`src/rtl/iic_pkg.sv`:
```
// Shared constants and state encoding for the I2C target.
package iic_pkg;

    localparam int unsigned IIC_BYTE_W = 8;
    localparam logic        IIC_ACK    = 1'b0;
    localparam logic        IIC_NACK   = 1'b1;

    typedef enum logic [3:0] {
        ST_IDLE,
        ST_ADDR,
        ST_ADDR_ACK,
        ST_PTR,
        ST_PTR_ACK,
        ST_WDATA,
        ST_WDATA_ACK,
        ST_RDATA,
        ST_RDATA_ACK,
        ST_IGNORE
    } iic_state_e;

endpackage

```
`src/rtl/iic_edge_detect.sv`:
```
// Synchronizes the SCL/SDA pads and flags SCL edges plus START/STOP conditions.
module iic_edge_detect #(
    parameter int unsigned C_SYNC_STAGES = 2
) (
    input  logic clk,
    input  logic rst,
    input  logic scl_pad,
    input  logic sda_pad,
    output logic scl_rise,
    output logic scl_fall,
    output logic start_det,
    output logic stop_det,
    output logic sda_s
);

    logic [C_SYNC_STAGES-1:0] scl_sync;
    logic [C_SYNC_STAGES-1:0] sda_sync;
    logic                     scl_d;
    logic                     sda_d;
    logic                     scl_s;

    // Idle bus level is high, so the chain resets to 1 to avoid a false START.
    always_ff @(posedge clk) begin
        if (rst) begin
            scl_sync <= '1;
            sda_sync <= '1;
            scl_d    <= 1'b1;
            sda_d    <= 1'b1;
        end else begin
            scl_sync <= {scl_sync[C_SYNC_STAGES-2:0], scl_pad};
            sda_sync <= {sda_sync[C_SYNC_STAGES-2:0], sda_pad};
            scl_d    <= scl_sync[C_SYNC_STAGES-1];
            sda_d    <= sda_sync[C_SYNC_STAGES-1];
        end
    end

    assign scl_s     = scl_sync[C_SYNC_STAGES-1];
    assign sda_s     = sda_sync[C_SYNC_STAGES-1];
    assign scl_rise  = scl_s & ~scl_d;
    assign scl_fall  = ~scl_s & scl_d;
    assign start_det = scl_s & scl_d & sda_d & ~sda_s;
    assign stop_det  = scl_s & scl_d & ~sda_d & sda_s;

endmodule

```
`src/rtl/iic_target.sv`:
```
// I2C target with register-pointer addressing and auto-incrementing
// write/read data, exposed as a simple strobe-based register port.
module iic_target
    import iic_pkg::*;
#(
    parameter logic [6:0]  C_I2C_SLAVE_ADDR = 7'b1110110,
    parameter int unsigned C_SYNC_STAGES    = 2
) (
    input  logic                  Clk,
    input  logic                  Rst,
    input  logic                  SCL_I,
    input  logic                  SDA_I,
    output logic                  SCL_T,
    output logic                  SDA_T,
    output logic [IIC_BYTE_W-1:0] Reg_Addr,
    output logic [IIC_BYTE_W-1:0] Reg_Wdata,
    output logic                  Reg_We,
    input  logic [IIC_BYTE_W-1:0] Reg_Rdata,
    output logic                  Reg_Re,
    output logic                  Busy
);

    logic                  scl_rise;
    logic                  scl_fall;
    logic                  start_det;
    logic                  stop_det;
    logic                  sda_s;
    iic_state_e            state;
    logic [2:0]            bit_cnt;
    logic [IIC_BYTE_W-1:0] shreg;
    logic                  byte_done;
    logic                  mack;
    logic                  rw;

    iic_edge_detect #(
        .C_SYNC_STAGES(C_SYNC_STAGES)
    ) u_edge (
        .clk      (Clk),
        .rst      (Rst),
        .scl_pad  (SCL_I),
        .sda_pad  (SDA_I),
        .scl_rise (scl_rise),
        .scl_fall (scl_fall),
        .start_det(start_det),
        .stop_det (stop_det),
        .sda_s    (sda_s)
    );

    assign SCL_T = 1'b1;

    always_ff @(posedge Clk) begin
        if (Rst) begin
            state     <= ST_IDLE;
            bit_cnt   <= '0;
            shreg     <= '0;
            byte_done <= 1'b0;
            mack      <= 1'b0;
            rw        <= 1'b0;
            SDA_T     <= 1'b1;
            Reg_Addr  <= '0;
            Reg_Wdata <= '0;
            Reg_We    <= 1'b0;
            Reg_Re    <= 1'b0;
            Busy      <= 1'b0;
        end else begin
            Reg_We <= 1'b0;
            Reg_Re <= 1'b0;
            // Pointer advances the cycle after the write strobe so the strobe sees the target address.
            if (Reg_We)
                Reg_Addr <= Reg_Addr + 1'b1;

            if (start_det) begin
                state     <= ST_ADDR;
                bit_cnt   <= '0;
                byte_done <= 1'b0;
                mack      <= 1'b0;
                SDA_T     <= 1'b1;
            end else if (stop_det) begin
                state <= ST_IDLE;
                SDA_T <= 1'b1;
                Busy  <= 1'b0;
            end else begin
                if (scl_rise) begin
                    case (state)
                        ST_ADDR, ST_PTR, ST_WDATA: begin
                            shreg   <= {shreg[IIC_BYTE_W-2:0], sda_s};
                            bit_cnt <= bit_cnt + 1'b1;
                            if (bit_cnt == 3'd7)
                                byte_done <= 1'b1;
                        end
                        ST_RDATA: begin
                            bit_cnt <= bit_cnt + 1'b1;
                            if (bit_cnt == 3'd7)
                                byte_done <= 1'b1;
                        end
                        ST_RDATA_ACK: begin
                            if (sda_s == IIC_ACK) begin
                                Reg_Addr <= Reg_Addr + 1'b1;
                                mack     <= 1'b1;
                            end else begin
                                state <= ST_IGNORE;
                            end
                        end
                        default: ;
                    endcase
                end

                if (scl_fall) begin
                    case (state)
                        ST_ADDR: if (byte_done) begin
                            byte_done <= 1'b0;
                            if (shreg[7:1] == C_I2C_SLAVE_ADDR) begin
                                SDA_T <= IIC_ACK;
                                Busy  <= 1'b1;
                                rw    <= shreg[0];
                                state <= ST_ADDR_ACK;
                            end else begin
                                state <= ST_IGNORE;
                            end
                        end
                        ST_ADDR_ACK: begin
                            if (rw) begin
                                shreg  <= Reg_Rdata;
                                Reg_Re <= 1'b1;
                                SDA_T  <= Reg_Rdata[IIC_BYTE_W-1];
                                state  <= ST_RDATA;
                            end else begin
                                SDA_T <= 1'b1;
                                state <= ST_PTR;
                            end
                        end
                        ST_PTR: if (byte_done) begin
                            byte_done <= 1'b0;
                            Reg_Addr  <= shreg;
                            SDA_T     <= IIC_ACK;
                            state     <= ST_PTR_ACK;
                        end
                        ST_WDATA: if (byte_done) begin
                            byte_done <= 1'b0;
                            Reg_Wdata <= shreg;
                            Reg_We    <= 1'b1;
                            SDA_T     <= IIC_ACK;
                            state     <= ST_WDATA_ACK;
                        end
                        ST_PTR_ACK, ST_WDATA_ACK: begin
                            SDA_T <= 1'b1;
                            state <= ST_WDATA;
                        end
                        ST_RDATA: begin
                            if (byte_done) begin
                                byte_done <= 1'b0;
                                mack      <= 1'b0;
                                SDA_T     <= 1'b1;
                                state     <= ST_RDATA_ACK;
                            end else begin
                                shreg <= {shreg[IIC_BYTE_W-2:0], 1'b0};
                                SDA_T <= shreg[IIC_BYTE_W-2];
                            end
                        end
                        ST_RDATA_ACK: if (mack) begin
                            mack   <= 1'b0;
                            shreg  <= Reg_Rdata;
                            Reg_Re <= 1'b1;
                            SDA_T  <= Reg_Rdata[IIC_BYTE_W-1];
                            state  <= ST_RDATA;
                        end
                        default: SDA_T <= 1'b1;
                    endcase
                end
            end
        end
    end

endmodule
```
`config.mk`:
```
export PLATFORM = sky130hd
export DESIGN_NAME = iic_target
export DESIGN_NICKNAME = d
export VERILOG_FILES = /design/src/rtl/iic_pkg.sv /design/src/rtl/iic_edge_detect.sv /design/src/rtl/iic_target.sv
export SDC_FILE = /design/constraint.sdc
export NUM_CORES = 1
export LEC_CHECK = 0
export CAP_MARGIN = 40
export CORE_UTILIZATION = 35
export CTS_CLUSTER_SIZE = 14
export DETAILED_ROUTE_END_ITERATION = 6
export PLACE_DENSITY = 0.59
export SETUP_SLACK_MARGIN = 0.4
export SLEW_MARGIN = 5
export SYNTH_ARGS = -nofsm -noshare
export SYNTH_HDL_FRONTEND = slang
export SYNTH_SLANG_ARGS = --single-unit
```
`constraint.sdc`:
```
create_clock -name Clk -period 2.3 [get_ports Clk]
set_input_delay 0.23 -clock Clk [delete_from_list [all_inputs] [get_ports Clk]]
set_output_delay 0.23 -clock Clk [all_outputs]
set_load 0.01 [all_outputs]
```
==> flow_summary.json <==
{
  "outcome": "finished, final reports clean",
  "ir_worst_vdd_mv": 0.2576,
  "grt_use_met3_pct": 4.000,
  "clk_pin_slew_ps": 90,
  "critPathSlowestCell": "nor4b_4",
  "power.total_w": 0.001405,
  "vias_per_cell": 5.530,
  "grt_max_degree": 21,
  "min_path_type": "register to register",
  "intPower_w": 0.001045,
  "fin_crit_ps": 1789,
  "cts_made_buffers": 5,
  "critPathCaptureType": "register",
  "antenna_found_initial": 0,
  "fin_setup_tns_ps": 0,
  "num_antenna_cells": 0,
  "dp_slack_ps": 290.6,
  "yosys_warnings": 0,
  "synth_top_flop_cell": "dfxtp_1",
  "cts_tree": "yes",
  "drv_cap": 0,
  "regToRegStartpoint": "state[2]$_SDFF_PP0_",
  "arrival_ps": 2020,
  "syn2layout_area_growth_pct": 24.33,
  "portBuffers": 31,
  "crit_path_max_incr_delay_ps": 400,
  "cp_max_fo": 7,
  "use_met2_pct": 31.17,
  "setup_ws_ps": 510.8,
  "htree_levels": 2,
  "cts_buffer_depth": 2,
  "die_h_um": 86.24,
  "synth-seq-cells": 44,
  "period_share_pct": 77.79,
  "grt_use_met1_pct": 27.03,
  "swShare_pct": 25.64,
  "wl_per_cell_um": 16.20,
  "stdcell_count": 440,
  "nets": 358,
  "die_w_um": 86.24,
  "postSynth.asyncResetShare_pct": 0,
  "synth_cells": 307,
  "start_kind": "register",
  "rsz0062_at_grt": "yes",
  "final_common_cell": "nor2_1",
  "critical-path-top-delay-family": "simple AND/OR/NAND/NOR gates",
  "cp_data_required_time_ps": 2530,
  "insertion_delay_ps": 310,
  "syn_nets": 322,
  "synth_area_mm2": 0.002484,
  "critPathLaunch": "state[2]$_SDFF_PP0_",
  "dp_hpwl_um": 5055,
  "first_iter_violations": 209,
  "final_cell_mix": "nor2_1 (41), dfxtp_1 (39), clkdlybuf4s50_1 (31), a21oi_1 (23), buf_4 (18)",
  "die_area_mm2": 0.007437,
  "combPwrFrac_pct": 5.6,
  "p_per_area_mw_per_mm2": 455.0,
  "firstDrtPassIters": 4,
  "hold_start": "u_edge.scl_sync[0]$_SDFF_PP1_",
  "ant_nets": 0,
  "fin_skew_ps": 7.103,
  "critPathKind": "register to register",
  "fp.coreArea_mm2": 0.006832,
  "ys_seq_area_share_pct": 35.47,
  "routed_wl_um": 7126,
  "fmax_mhz": 558.9,
  "power.leakage_nw": 1.097,
  "avgSynthCellArea_um2": 8.090,
  "cts_sinks": 44,
  "num_rows": 30,
  "overflow": 0,
  "grt_pass1_vias": 2306,
  "clkPwrFrac_pct": 39.4,
  "root_buffer": "clkbuf_8",
  "yosysUniqueCellTypes": 52,
  "final_layout_size_suffix_gt1_share_pct": 15.70,
  "synth_edf_count": 0,
  "gp_congestion": 0.8830,
  "io_pins": 33,
  "dp_cells": 428,
  "hold_viol_final": 0,
  "busiest_layer": "met2",
  "drc": 0,
  "grt_util_all_layers_pct": 20.13,
  "start_util_pct": 36.36,
  "worstPathCellList": "buf_4, nor4b_4, a21oi_4, or3_1, and3_1, o22ai_1",
  "seqPwrFrac_pct": 55.0,
  "grt_pass1_wl_um": 11690,
  "switching_power_w": 0.0003602,
  "path_buf_inv": 1,
  "vias": 2433,
  "final-max-slew-violation-count": 0,
  "finalSetupViolations": 0
}
[worst paths after layout]
path | to | slack [ps] | cells after the start
hold / removal | u_edge.scl_sync[1]$_SDFF_PP1_ | 420 | 1
setup reg to reg | Reg_Addr[4]$_SDFF_PP0_ | 510 | 6
hold reg to reg | u_edge.scl_sync[1]$_SDFF_PP1_ | 420 | 1
setup / recovery | Reg_Addr[4]$_SDFF_PP0_ | 510 | 6
[sequential cells by signal, indices dropped and copies added, names as in the netlist]
signal and count:
Reg_Addr 8, Reg_Wdata 8, shreg 8, state 4
bit_cnt 3, u_edge.scl_sync 2, u_edge.sda_sync 2, Busy 1
Reg_Re 1, Reg_We 1, SDA_T 1, byte_done 1
mack 1, rw 1, u_edge.scl_d 1, u_edge.sda_d 1
[per-layer routing]
layer	up-vias	part of all wire [%]
met5	-	0
met1	1121	45
met4	0	2.7
li1	1191	-
met2	103	46
met3	18	6.4
[metrics by stage]
step,util [%],instance area [um2],hold WS (ps)
6_report,45.20,3088,417.3
2_1_floorplan,-,2484,333.8
3_5_place_dp,42.71,2918,398.0
5_1_grt,45.20,3088,439.4
3_3_place_gp,42.71,2918,399.2
4_1_cts,44.47,3038,422.8
[cells by family after synthesis]
group | after synthesis | share of synthesized area (%)
AO/OA/AOI/OAI | 87 | 23.73
XOR/XNOR | 10 | 3.526
adder cells (fa/ha/maj) | 3 | 1.511
buffers and inverters | 29 | 5.440
flip-flops | 44 | 35.47
multiplexers | 9 | 3.678
other | 1 | 0.1510
AND/OR/NAND/NOR | 124 | 26.50
[synth_stat cells (5+ instances only)]
master	instances	area share [%]
clkbuf_1	10	1.5
nand2_1	17	2.6
a221oi_1	12	4.2
o32ai_1	7	2.5
o21ai_0	15	3.0
mux2i_1	8	3.2
nor3_1	10	2.0
dfxtp_1	44	35
nor2_1	43	6.5
a21oi_1	23	4.6
or2_2	8	2.0
inv_1	9	1.4
xor2_1	5	1.8
and3_1	5	1.3
nand3_1	7	1.4
nor2b_1	5	1.3
xnor2_1	5	1.8
buf_2	5	1.0
[what timing repair did]
item,4_1_cts,5_1_grt
hold buffers,0,0
gates resized for setup,5,13
hold endpoints to repair,0,0
cloned,0,0
setup endpoints to repair,10,17
buffers inserted,1,3
pin swaps,1,2
[layout make-up]
class | count | area [um2]
fill | 712 | 3744
multi-input combinational | 234 | 1499
sequential | 44 | 892.1
timing repair buffer | 49 | 445.4
tap | 96 | 120.1
clock buffer | 6 | 82.58
inverter | 9 | 33.78
clock inverter | 2 | 15.01
[power groups by stage]
stage	logic, W	registers (W)	clock network (W)
2_1_floorplan	0.0000437	0.000786	0
3_3_place_gp	0.0000770	0.000792	0
3_5_place_dp	0.0000765	0.000792	0
4_1_cts	0.0000768	0.000775	0.000568
5_1_grt	0.0000847	0.000774	0.000597
6_report	0.0000780	0.000773	0.000554
(Power assumes the default switching activity.)
